## src/rtl/mux_4_to_1_rr.sv

```systemverilog
// Four-channel round-robin arbiter feeding a single registered output slot.
// The output register is refilled whenever it is empty or being drained in the same cycle.
module mux_4_to_1_rr #(
  parameter int WIDTH = 8
) (
  input  logic               clk,
  input  logic               rst_n,
  input  logic [3:0]         in_valid,
  input  logic [4*WIDTH-1:0] in_data,
  output logic [3:0]         in_ready,
  output logic               out_valid,
  output logic [WIDTH-1:0]   out_data,
  output logic [1:0]         out_sel,
  input  logic               out_ready
);

  logic [1:0]       ptr_q, ptr_d;
  logic             out_valid_q, out_valid_d;
  logic [WIDTH-1:0] out_data_q, out_data_d;
  logic [1:0]       out_sel_q, out_sel_d;

  logic [1:0]       grant;
  logic             load_en;
  logic [WIDTH-1:0] words [4];

  always_comb begin
    for (int i = 0; i < 4; i++) begin
      words[i] = in_data[i*WIDTH +: WIDTH];
    end
  end

  // NOTE: every combinationally driven signal gets a default before any
  // conditional assignment, so no path leaves it unassigned (no latch).
  // Scanning offsets from farthest to nearest lets the closest valid channel
  // after ptr_q overwrite the others, giving the round-robin priority.
  always_comb begin
    logic [1:0] idx;
    grant = ptr_q;
    idx   = ptr_q;
    for (int k = 3; k >= 0; k--) begin
      idx = ptr_q + 2'(k);
      if (in_valid[idx]) grant = idx;
    end
  end

  assign load_en = (!out_valid_q || out_ready) && (in_valid != 4'b0000) && rst_n;

  always_comb begin
    in_ready = 4'b0000;
    if (load_en) in_ready[grant] = 1'b1;
  end

  always_comb begin
    ptr_d       = ptr_q;
    out_valid_d = out_valid_q;
    out_data_d  = out_data_q;
    out_sel_d   = out_sel_q;
    if (load_en) begin
      ptr_d       = grant + 2'd1;
      out_valid_d = 1'b1;
      out_data_d  = words[grant];
      out_sel_d   = grant;
    end else if (out_valid_q && out_ready) begin
      out_valid_d = 1'b0;
    end
  end

  // NOTE: sequential state uses non-blocking assignments so all registers
  // update together from values sampled before the edge.
  always_ff @(posedge clk) begin
    if (!rst_n) begin
      ptr_q       <= 2'b00;
      out_valid_q <= 1'b0;
      out_data_q  <= '0;
      out_sel_q   <= 2'b00;
    end else begin
      ptr_q       <= ptr_d;
      out_valid_q <= out_valid_d;
      out_data_q  <= out_data_d;
      out_sel_q   <= out_sel_d;
    end
  end

  assign out_valid = out_valid_q;
  assign out_data  = out_data_q;
  assign out_sel   = out_sel_q;

endmodule

```

## config.mk

```make
export PLATFORM = sky130hd
export DESIGN_NAME = mux_4_to_1_rr
export DESIGN_NICKNAME = d
export VERILOG_FILES = /design/src/rtl/mux_4_to_1_rr.sv
export SDC_FILE = /design/constraint.sdc
export NUM_CORES = 1
export LEC_CHECK = 0
export ABC_AREA = 1
export CAP_MARGIN = 20
export CORE_MARGIN = 2
export CORE_UTILIZATION = 41
export CTS_BUF_LIST = sky130_fd_sc_hd__clkbuf_8 sky130_fd_sc_hd__clkbuf_16
export DETAILED_ROUTE_END_ITERATION = 12
export GPL_ROUTABILITY_DRIVEN = 0
export PLACE_DENSITY = 0.82
export SYNTH_ARGS = -nofsm -noshare
export SYNTH_HDL_FRONTEND = slang
export SYNTH_SLANG_ARGS = --single-unit
```

## constraint.sdc

```tcl
create_clock -name clk -period 2.2 [get_ports clk]
set_input_delay 0.44 -clock clk [delete_from_list [all_inputs] [get_ports clk]]
set_output_delay 0.44 -clock clk [all_outputs]
set_load 0.02 [all_outputs]
```

== Yosys cells after proc, flatten, opt, wreduce, memory -nomap -nowiden ==
Index checks and enable logic that the tools add are counted.

* Output and inout bits: 15
* Input bits: 39
* Bits in registers: 13
* Logic and storage cells: 44

* Mux-type cells: 20
* Reduce and logical (&&, ||, !) cells: 8
* Add/sub/neg operators: 4
* Bitwise operators: 1
* $lt $le $gt $ge: 7

{| class="wikitable"
|+ Operators by type and width
! kind !! number
|-
| $bmux 8 s2 || 1
|-
| $mux 8 || 2
|-
| $lt 2x3->1 const B || 5
|-
| $bmux 1 s2 || 4
|-
| $mux 2 || 4
|-
| $mux 1 || 7
|-
| $add 2x1->2 const B || 2
|-
| $add 2x2->2 const B || 2
|-
| $logic_and 1x1->1 || 4
|-
| $mux 4 || 1
|-
| $reduce_bool 4->1 || 1
|-
| $ge 3x3->1 const B || 1
|-
| $not 2->3 || 1
|-
| $demux 1 s2 || 1
|-
| $ge 2x1->1 const B || 1
|-
| $reduce_bool 2->1 || 1
|-
| $logic_not 1->1 || 1
|-
| $logic_or 1x1->1 || 1
|}

== Longest topological paths before layout ==
Gate-level depths: netlist (run 1).

* Word-level depth: 12
* Gate-level depth with buffers: 17
* Mapped depth without buffers: 15

== Worst setup path after synthesis (run 1) ==
Ideal clock, no wire load.

* Path type: input -> output
* Start: input in_valid[1]
* End: output in_ready[1]
* Path buffers: 0
* Data required time: 1.760 ns
* Arrival time: 1.495 ns
* Stages: 10
* Setup slack: 0.265 ns
* Path through: inv_1 o21ai_1 nand2_1 nand2_1 nand2_2 nand2_4 nand3_4 nand2_4 nand2_2 nor2_1

* Longest elaborated chain between the ends: 11
* Elaborated cells on any way between the ends: 21
* Those cells by class: 2 x order compare; 15 x mux; 4 x reduce/logical

{| class="wikitable"
|+ Ends and longest elaborated chain
! item !! line !! text
|-
| start: declaration || 8 || <nowiki>input logic [3:0] in_valid,</nowiki>
|-
| $bmux 1 s2 || 42 || <nowiki>if (in_valid[idx]) grant = idx;</nowiki>
|-
| $mux 1 (not written as such) || 42 ||
|-
| $mux 2 (4 in series) || 42 ||
|-
| $lt 2x3->1 (not written as such) or $ge 2x1->1 (tied branches) || 50 || <nowiki>if (load_en) in_ready[grant] = 1'b1;</nowiki>
|-
| $logic_and 1x1->1 (not written as such) || 50 ||
|-
| $mux 1 (not written as such) || 50 ||
|-
| $demux 1 s2 || 50 ||
|-
| $mux 4 * || 50 ||
|-
| end: declaration || 10 || <nowiki>output logic [3:0] in_ready,</nowiki>
|}

Mark *: on every way between the ends. The rest lies on a longest branch, timed or not. The select of a mux whose other input is x is not followed.

== Worst setup path after layout (run 1) ==
* Start: register ptr_q[0]
* End: output in_ready[1]

* Longest elaborated chain between the ends: 12
* Elaborated cells on any way between the ends: 21
* Those cells by class: 3 x add/sub; 2 x order compare; 15 x mux; 1 x reduce/logical

{| class="wikitable"
|+ Ends and longest elaborated chain
! item !! line !! text
|-
| start: declaration || 17 || <nowiki>logic [1:0] ptr_q, ptr_d;</nowiki>
|-
| start signal: assignment || 77 || <nowiki>ptr_q <= ptr_d;</nowiki>
|-
| $add 2x2->2 || 41 || <nowiki>idx = ptr_q + 2'(k);</nowiki>
|-
| $bmux 1 s2 || 42 ||
|-
| $mux 1 (not written as such) || 42 ||
|-
| $mux 2 (3 in series) || 42 ||
|-
| $mux 2 * || 42 ||
|-
| $lt 2x3->1 (not written as such) or $ge 2x1->1 (tied branches) || 50 ||
|-
| $logic_and 1x1->1 (not written as such) || 50 ||
|-
| $mux 1 (not written as such) || 50 ||
|-
| $demux 1 s2 * || 50 ||
|-
| $mux 4 * || 50 ||
|}

Marks and branches as above.

==> flow_metrics.py, run 1 <==
metrics = {
    "run_status": {
        "outcome": "finished clean",
    },
    "worst_setup_path": {
        "cp_max_fo": 6,
        "rr_startpoint": "ptr_q[0]$_SDFFE_PN0P_",
        "cp-end-kind": "output port",
        "crit_chain": "buf_12 -> inv_8 -> nand2_2 -> nand2_1 -> nand2_1 -> nand2_2 -> inv_2 -> nand2_4 -> nand3_4 -> nand2_4 -> nand2_4 -> nor2_4 -> buf_6",
        "startpoint": "ptr_q[0]$_SDFFE_PN0P_",
        "cpMostUsedCell": "nand2_4",
        "cp.required_ns": 1.76,
        "crit_path_start_kind": "flip-flop",
        "crit_type": "flip-flop to output port",
        "worstSetupEndpoint": "in_ready[1]",
        "r2r-end": "out_data[3]$_SDFFE_PN0P_",
        "arrival_ns": 1.72,
        "crit_slowest_cell": "dfxtp_4",
        "reg2regPathDepth": 19,
        "r2r_slack_ns": 0.15,
        "cpPeakStageDelay_ns": 0.36,
    },
    "synth": {
        "netlist.area_leader.share": 0.224,
        "yosysUniqueCellTypes": 23,
        "syn_area_um2": 1160,
        "synth_area_leaders": "dfxtp_1 22%, nand3_1 21%, inv_1 16%",
        "ys_seq_elements": 13,
        "netlist_instances": 212,
        "ys_seq_area_frac": 0.224,
        "syn_avg_cell_area_um2": 5.48,
        "synth_area_leader_cell": "dfxtp_1",
        "synth_nets": 251,
        "ys_warn_count": 0,
    },
    "power": {
        "pwr-share-seq": 0.124,
        "p_per_area_nw_per_um2": 1420,
        "p_leak_nw": 1.13,
        "switching_power_w": 0.00144,
        "swShare": 0.491,
        "intPower_w": 0.00150,
        "p_comb_frac": 0.806,
        "finalPower_w": 0.00294,
        "irDropWorstVdd_uv": 1360,
        "clkPwrFrac": 0.070,
    },
    "cts": {
        "root_buffer": "clkbuf_8",
        "clockBufferDepth": 2,
        "cts_buffers": 3,
        "cts_tree": "done",
        "cts.hold.buffers_added": 0,
        "cts_sinks": 13,
        "cts.clk_slew.worst_paths_ns": 0.05,
        "htree_levels": 1,
        "worstSkewPairLatency_ns": 0.24,
    },
    "timing": {
        "worstMarginPinSlew_ns": 0.278,
        "clock.fmax_mhz": 462,
        "post-route-min-period_ns": 2.16,
        "grt_setup_unrepaired": "true",
        "setup_tns_ns": 0,
        "worst_slack_ns": 0.0364,
        "fin_crit_sh": 0.983,
        "relSlewSlack": 0.813,
        "slew_viol_final": 0,
        "setup_viol": 0,
        "fin_skew_ns": 0.00489,
        "hold_viol": 0,
    },
    "floorplan": {
        "core_area_um2": 2730,
        "rows": 19,
        "initial_utilization": 0.425,
        "die_area_um2": 3280,
        "die_h_um": 57.2,
        "die_x_um": 57.2,
        "io_pins": 54,
    },
    "drt": {
        "vias_per_cell": 4.80,
        "wl_mm": 3.68,
        "vias": 1532,
        "drc": 0,
        "drt_iter0_markers": 55,
        "drtAntennaViolNets": 0,
        "dr.pass1.iters": 5,
        "wire_per_inst_um": 11.5,
    },
    "run": {
        "drv_cap": 0,
    },
    "cells_and_area": {
        "drive_gt1_frac": 0.260,
        "stdcell_area_um2": 2070,
        "antenna_cells": 0,
        "fin_nets": 328,
        "final_util": 0.759,
        "regArea_um2": 264,
        "multi_input_area_um2": 748,
        "area_growth_pct": 78.5,
        "nFillCells": 226,
    },
    "placement": {
        "place.detailed.hpwl_mm": 2.57,
        "place_worst_setup_slack_ns": -0.713,
        "port-buffer-count": 53,
        "postPlaceCellArea_um2": 1820,
    },
    "grt": {
        "track_usage": 0.223,
        "grt-ovfl-total": 0,
        "grt_pass1_wl_mm": 5.89,
        "antenna_found_initial": 0,
        "grt_max_degree": 17,
        "grt_pass1_vias": 1429,
    },
    "min_path": {
        "hp-class": "flip-flop to flip-flop",
    },
}
cells in the mapped netlist:
master	number
nor3_1	1
inv_2	3
inv_6	1
nand2_1	45
clkinv_1	1
inv_1	51
o21ai_0	1
nand3_1	48
o21ai_1	1
buf_4	1
nand2_2	7
nand3_4	1
buf_1	1
nand2_4	3
nand4_1	1
clkbuf_1	1
o31ai_1	1
buf_2	2
buf_6	2
a21oi_1	2
nor2_1	24
a31oi_1	1
dfxtp_1	13
sequential cells by signal, summed over array words and instances (netlist names):
| register | flops |
|---|---|
| ptr_q | 2 |
| out_valid | 1 |
| out_sel | 2 |
| out_data | 8 |
stage by stage:
stage,instances,hold slack (ns)
after detailed placement,306,0.481
after CTS,313,0.488
after global placement,306,0.462
final,319,0.487
after global routing,319,0.559
after floorplan,212,0.546
metal layers:
metal  part of all wire  up-vias  wire, µm  GRT usage
met5                  0        -         0          0
met4             0.0046        0        17     0.0199
met3              0.052        2       192     0.0499
met2               0.53       53      1940      0.425
met1               0.42      689      1530      0.261
li1                   -      788         -          -
layout make-up:
cell class                      instances  share of cell area
Clock buffer                            3              0.0199
Inverter                               56               0.105
Timing Repair Buffer                   79               0.366
Sequential cell                        13               0.127
Tap cell                               31              0.0187
Multi-Input combinational cell        136               0.361
Clock inverter                          1             0.00241
layout by cell type, fill, tap and decap left out, drive strengths merged:
master / count
clkbuf: 4
o31ai: 1
nand4: 1
nor3: 1
dlygate4sd2: 4
o21ai: 2
nand3: 49
a21oi: 2
a31oi: 1
clkinv: 2
nand2: 55
buf: 29
nor2: 24
inv: 55
dfxtp: 13
clkdlybuf4s50: 45
timing repair:
| item | 4_1_cts | 5_1_grt |
|---|---|---|
| gates cloned | 0 | 1 |
| pin swaps | 10 | 7 |
| gates resized for setup | 44 | 21 |
| setup buffers | 3 | 5 |
| endpoints found under the setup margin | 4 | 4 |
power by group through the flow:
stage	Clock (W)	Sequential (W)	Combinational, W
finish	0.000207	0.000364	0.00237
global route	0.000222	0.000370	0.00257
CTS	0.000211	0.000349	0.00211
detailed placement	0	0.000354	0.00191
global placement	0	0.000354	0.00189
floorplan	0	0.000412	0.00119
critical path, delay by kind of cell (launching register included):
kind                   cells  cell delay [ns]
buffers and inverters      4             0.37
AND/OR/NAND/NOR            9             0.75
flip-flops                 1             0.36
logic make-up (layout without fill, tap and decap cells):
kind of cell    count (synthesis)  after routing  synth area share
compound gates                  6              6            0.0291
buf+inv                        63            139             0.226
flops                          13             13             0.224
simple gates                  130            130             0.521
worst min-delay path by stage:
stage / to / from / slack (ns) / cells past startpoint
4_1_cts: out_sel[0]$_SDFFE_PN0P_ / out_sel[0]$_SDFFE_PN0P_ / 0.49 / 2
3_3_place_gp: out_sel[0]$_SDFFE_PN0P_ / out_sel[0]$_SDFFE_PN0P_ / 0.46 / 2
3_5_place_dp: out_sel[0]$_SDFFE_PN0P_ / out_sel[0]$_SDFFE_PN0P_ / 0.48 / 2
6_report: out_sel[0]$_SDFFE_PN0P_ / out_sel[0]$_SDFFE_PN0P_ / 0.49 / 2
2_1_floorplan: out_sel[0]$_SDFFE_PN0P_ / out_sel[0]$_SDFFE_PN0P_ / 0.55 / 2
5_1_grt: out_sel[1]$_SDFFE_PN0P_ / out_sel[1]$_SDFFE_PN0P_ / 0.56 / 2
No activity file was read; power rests on OpenSTA's default activity.
==> run 2, diff against run 1 <==
==> constraint.sdc (replaced) <==
create_clock -name clk -period 2.25 [get_ports clk]
set_input_delay 0.45 -clock clk [delete_from_list [all_inputs] [get_ports clk]]
set_output_delay 0.45 -clock clk [all_outputs]
set_load 0.02 [all_outputs]
==> flow_metrics.py, run 2 (synthesis gave the netlist of run 1 again) <==
metrics = {
    "run_status": {
        "outcome": "finished clean",
    },
    "grt": {
        "grt_busiest_layer": "met2",
        "grt_pass1_vias": 1429,
        "gr-usage-met1": 0.261,
        "track_usage": 0.223,
        "grt_max_degree": 17,
        "grtUsageMet2": 0.425,
        "use_met3": 0.0499,
        "grt_pass1_wl_mm": 5.89,
        "antenna_found_initial": 0,
        "grt-ovfl-total": 0,
    },
    "drt": {
        "drc": 0,
        "dr.pass1.iters": 6,
        "drtAntennaViolNets": 0,
        "vias": 1520,
        "wl_mm": 3.44,
        "wire_per_inst_um": 10.9,
        "drt_iter0_markers": 43,
        "vias_per_cell": 4.84,
    },
    "power": {
        "swShare": 0.500,
        "p_leak_nw": 1.09,
        "irDropWorstVdd_uv": 1340,
        "clkPwrFrac": 0.076,
        "intPower_w": 0.00133,
        "switching_power_w": 0.00133,
        "p_comb_frac": 0.795,
        "pwr-share-seq": 0.129,
        "p_per_area_nw_per_um2": 1340,
        "finalPower_w": 0.00266,
    },
    "cells_and_area": {
        "layout_common_cells": "48 x inv_1, 45 x nand3_1, 45 x clkdlybuf4s50_1",
        "final_common_cell": "inv_1",
        "area_growth_pct": 70.5,
        "regArea_um2": 262,
        "nFillCells": 236,
        "drive_gt1_frac": 0.219,
        "stdcell_area_um2": 1980,
        "multi_input_area_um2": 723,
        "antenna_cells": 0,
        "largest_register_ffs": 8,
        "fin_nets": 323,
    },
    "worst_setup_path": {
        "cp.required_ns": 1.80,
        "crit_path_start_kind": "flip-flop",
        "worstPathBufferInverterCount": 4,
        "cpMostUsedCell": "nand2_1",
        "crit_type": "flip-flop to output port",
        "cp_max_fo": 9,
        "cpPeakStageDelay_ns": 0.32,
        "cp-end-kind": "output port",
        "crit_family": "simple AND/OR/NAND/NOR gates",
        "crit_chain": "buf_12 -> inv_6 -> nand2_1 -> nand2_1 -> nand2_1 -> nand2_1 -> inv_2 -> nand2_4 -> nand2_4 -> nand2_4 -> nand3_4 -> nor2_4 -> buf_6",
        "arrival_ns": 1.73,
        "startpoint": "ptr_q[0]$_SDFFE_PN0P_",
        "crit_slowest_cell": "dfxtp_2",
        "rr_startpoint": "ptr_q[0]$_SDFFE_PN0P_",
    },
    "timing": {
        "slew_viol_final": 0,
        "worst_slack_ns": 0.0726,
        "relSlewSlack": 0.814,
        "grt_setup_unrepaired": "true",
        "hold_viol": 0,
        "setup_tns_ns": 0,
        "post-route-min-period_ns": 2.18,
        "clock.fmax_mhz": 459,
        "fin_crit_sh": 0.968,
        "worstMarginPinSlew_ns": 0.277,
        "fin_skew_ns": 0.00646,
        "setup_viol": 0,
    },
    "floorplan": {
        "initial_utilization": 0.425,
        "die_area_um2": 3280,
        "die_x_um": 57.2,
        "rows": 19,
        "io_pins": 54,
        "core_area_um2": 2730,
        "die_h_um": 57.2,
    },
    "cts": {
        "cts_tree": "done",
        "worstSkewPairLatency_ns": 0.24,
        "clockBufferDepth": 2,
        "cts.clk_slew.worst_paths_ns": 0.05,
        "root_buffer": "clkbuf_8",
        "cts.hold.buffers_added": 0,
        "cts_buffers": 3,
        "htree_levels": 1,
        "cts_sinks": 13,
    },
    "placement": {
        "place.detailed.hpwl_mm": 2.57,
        "port-buffer-count": 53,
        "place_worst_setup_slack_ns": -0.683,
        "postPlaceCellArea_um2": 1820,
    },
    "run": {
        "drv_cap": 0,
    },
    "min_path": {
        "hp-class": "flip-flop to flip-flop",
        "hold_path.startpoint": "out_sel[0]$_SDFFE_PN0P_",
    },
}
-- run 2: cell types whose count changed in the layout (fill, tap and decap cells not counted), moves of 2 or more --
cell,delta
buf_4,-2
buf_6,-2
nand2_1,+6
nand2_2,-6
-- run 2: final timing paths --
| path | to | slack, ns | cells past startpoint |
|---|---|---|---|
| worst max-delay path | in_ready[2] | 0.07 | 13 |
| worst min-delay path | out_sel[0]$_SDFFE_PN0P_ | 0.49 | 2 |
| worst max register to register | out_data[3]$_SDFFE_PN0P_ | 0.32 | 17 |
| worst min register to register | out_sel[0]$_SDFFE_PN0P_ | 0.49 | 2 |
-- run 2: power by group through the flow --
stage                     clock (W)  combinational [W]  sequential, W
after floorplan                   0            0.00117       0.000403
after global placement            0            0.00185       0.000346
after detailed placement          0            0.00187       0.000346
after CTS                  0.000207            0.00207       0.000342
after global routing       0.000217            0.00231       0.000350
final                      0.000202            0.00211       0.000344
-- run 2: per-layer routing --
layer,wire (µm),up-vias
met5,0,-
met4,31,0
met3,205,4
met2,1850,57
met1,1350,680
li1,-,779
-- run 2: repair_timing --
action,4_1_cts,5_1_grt
pin swaps,10,1
gates cloned,0,0
buffers inserted,3,1
endpoints found under the setup margin,4,4
endpoints found under the hold margin,0,0
gates resized for setup,44,8
-- run 2: worst min-delay path: cells and delay by family, from the launching register on --
family / cells / cell delay (ns)
DFF: 1 / 0.31
and+or+nand+nor: 2 / 0.13
-- run 2: stage by stage --
step                hold slack [ns]  cells  utilization
finish                        0.485    314        0.725
detailed placement            0.481    306        0.667
global route                  0.559    314        0.725
global placement              0.462    306        0.667
CTS                           0.488    313        0.714
floorplan                     0.546    212            -
-- run 2: cell type report --
type                       instances  area share
clock buffer                       3      0.0208
clock inverter                     1     0.00253
inverter                          56       0.109
multi-input combinational        136       0.365
sequential                        13       0.132
tap                               31      0.0196
timing repair buffer              74       0.352
==> run 3, diff against run 2 <==
--- a/config.mk
+++ b/config.mk
@@ -7,12 +7,14 @@
 export LEC_CHECK = 0
 export ABC_AREA = 1
 export CAP_MARGIN = 20
+export CELL_PAD_IN_SITES_DETAIL_PLACEMENT = 2
+export CELL_PAD_IN_SITES_GLOBAL_PLACEMENT = 2
 export CORE_MARGIN = 2
-export CORE_UTILIZATION = 41
+export CORE_UTILIZATION = 20
 export CTS_BUF_LIST = sky130_fd_sc_hd__clkbuf_8 sky130_fd_sc_hd__clkbuf_16
 export DETAILED_ROUTE_END_ITERATION = 12
 export GPL_ROUTABILITY_DRIVEN = 0
-export PLACE_DENSITY = 0.82
+export PLACE_DENSITY = 0.85
 export SYNTH_ARGS = -nofsm -noshare
 export SYNTH_HDL_FRONTEND = slang
 export SYNTH_SLANG_ARGS = --single-unit
==> constraint.sdc (replaced) <==
create_clock -name clk -period 2.65 [get_ports clk]
set_input_delay 0.53 -clock clk [delete_from_list [all_inputs] [get_ports clk]]
set_output_delay 0.53 -clock clk [all_outputs]
set_load 0.02 [all_outputs]
==> flow_metrics.py, run 3 (synthesis gave the netlist of run 1 again) <==
metrics = {
    "run_status": {
        "outcome": "finished clean",
    },
    "cts": {
        "clockBufferDepth": 2,
        "worstSkewPairLatency_ns": 0.25,
        "cts_buffers": 3,
        "cts.clk_slew.worst_paths_ns": 0.06,
        "cts_tree": "done",
        "htree_levels": 1,
        "root_buffer": "clkbuf_8",
        "cts_sinks": 13,
    },
    "timing": {
        "worstMarginPinSlew_ns": 0.319,
        "relSlewSlack": 0.786,
        "clock.fmax_mhz": 421,
        "fin_crit_sh": 0.896,
        "worst_slack_ns": 0.276,
        "post-route-min-period_ns": 2.37,
        "setup_tns_ns": 0,
        "hold_viol": 0,
        "setup_viol": 0,
        "grt_setup_unrepaired": "false",
        "fin_skew_ns": 0.00320,
        "slew_viol_final": 0,
    },
    "cells_and_area": {
        "fin_nets": 317,
        "area_growth_pct": 70.1,
        "antenna_cells": 0,
        "final_common_cell": "inv_1",
        "largest_register_ffs": 8,
        "layout_common_cells": "51 x inv_1, 46 x nand3_1, 45 x clkdlybuf4s50_1",
        "drive_gt1_frac": 0.173,
        "nFillCells": 710,
        "layoutNonFillerInstCount": 349,
    },
    "worst_setup_path": {
        "cpMostUsedCell": "nand2_4",
        "cp.required_ns": 2.12,
        "cp_max_fo": 6,
        "crit_type": "flip-flop to output port",
        "arrival_ns": 1.84,
        "cpPeakStageDelay_ns": 0.46,
        "worstPathBufferInverterCount": 2,
        "crit_slowest_cell": "dfxtp_1",
        "crit_chain": "inv_2 -> nand2_1 -> nand2_1 -> nand2_1 -> nand2_1 -> nand2_2 -> nand2_4 -> nand2_4 -> nand2_4 -> nand2_4 -> nand2_4 -> nor2_4 -> buf_6",
        "crit_path_start_kind": "flip-flop",
        "cp-end-kind": "output port",
        "crit_family": "simple AND/OR/NAND/NOR gates",
    },
    "placement": {
        "place_worst_setup_slack_ns": -0.543,
        "port-buffer-count": 53,
        "dp.cells": 345,
        "place.detailed.hpwl_mm": 3.70,
    },
    "power": {
        "swShare": 0.525,
        "p_leak_nw": 1.09,
        "intPower_w": 0.00106,
        "switching_power_w": 0.00117,
        "irDropWorstVdd_uv": 372,
        "finalPower_w": 0.00224,
        "p_per_area_nw_per_um2": 1130,
        "p_comb_frac": 0.784,
        "pwr-share-seq": 0.134,
        "clkPwrFrac": 0.082,
    },
    "grt": {
        "use_met3": 0.0213,
        "grt_max_degree": 21,
        "antenna_found_initial": 0,
        "grt_pass1_wl_mm": 7.45,
        "gr-usage-met1": 0.164,
        "grt-ovfl-total": 0,
        "grt_pass1_vias": 1633,
        "grtUsageMet2": 0.283,
        "grt_busiest_layer": "met2",
        "track_usage": 0.146,
    },
    "floorplan": {
        "core_area_um2": 5570,
        "die_x_um": 80.2,
        "die_area_um2": 6440,
        "initial_utilization": 0.209,
        "io_pins": 54,
        "rows": 27,
        "die_h_um": 80.2,
    },
    "drt": {
        "drt_iter0_markers": 17,
        "wl_mm": 4.46,
        "dr.pass1.iters": 4,
        "drtAntennaViolNets": 0,
        "vias_per_cell": 4.34,
        "drc": 0,
        "wire_per_inst_um": 12.8,
        "vias": 1514,
    },
    "run": {
        "drv_cap": 0,
    },
    "min_path": {
        "hp-class": "flip-flop to flip-flop",
    },
}
==> run 3: timing repair <==
item | in CTS | in global routing
hold buffers | 0 | 0
setup buffers | 0 | 0
pin swaps | 2 | 11
gates resized for setup | 22 | 21
hold endpoints to repair | 0 | 0
endpoints found under the setup margin | 4 | 4
cloned | 0 | 0
==> run 3: power groups by stage <==
stage	combinational, W	sequential [W]	clock [W]
2_1_floorplan	0.000991	0.000342	0
3_3_place_gp	0.00161	0.000299	0
3_5_place_dp	0.00168	0.000306	0
4_1_cts	0.00169	0.000302	0.000192
5_1_grt	0.00195	0.000310	0.000201
6_report	0.00175	0.000301	0.000183
==> run 3: metal layers <==
metal | part of all wire | wire, µm
met4 | 0.0096 | 43
met3 | 0.042 | 188
met2 | 0.54 | 2410
met5 | 0 | 0
met1 | 0.41 | 1820
==> run 3: through the flow <==
stage | hold slack [ns] | cell area, µm² | utilization
after global placement | 0.460 | 1860 | 0.334
after global routing | 0.512 | 1980 | 0.355
after detailed placement | 0.472 | 1860 | 0.334
final | 0.471 | 1980 | 0.355
after floorplan | 0.546 | 1160 | -
after CTS | 0.483 | 1900 | 0.341
==> run 3: path summary, 6_finish.rpt <==
path         slack [ns]                    start                  endpoint  depth (start not counted)
max                0.28    ptr_q[1]$_SDFFE_PN0P_               in_ready[1]                         13
min                0.47  out_sel[0]$_SDFFE_PN0P_   out_sel[0]$_SDFFE_PN0P_                          2
max reg2reg        0.71    ptr_q[1]$_SDFFE_PN0P_  out_data[6]$_SDFFE_PN0P_                         16
min reg2reg        0.47  out_sel[0]$_SDFFE_PN0P_   out_sel[0]$_SDFFE_PN0P_                          2
==> run 3: final cells by class <==
| class | count | area (µm²) | share of cell area |
|---|---|---|---|
| Clock buffer | 3 | 41.3 | 0.0209 |
| Clock inverter | 1 | 3.75 | 0.00190 |
| Inverter | 56 | 215 | 0.109 |
| Multi-Input combinational cell | 136 | 703 | 0.356 |
| Sequential cell | 13 | 260 | 0.132 |
| Tap cell | 72 | 90.1 | 0.0456 |
| Timing Repair Buffer | 68 | 663 | 0.335 |
==> run 3: worst min-delay path: cells and delay by family, from the launching register on <==
family,cells,cell delay (ns)
and+or+nand+nor,2,0.12
DFF,1,0.31
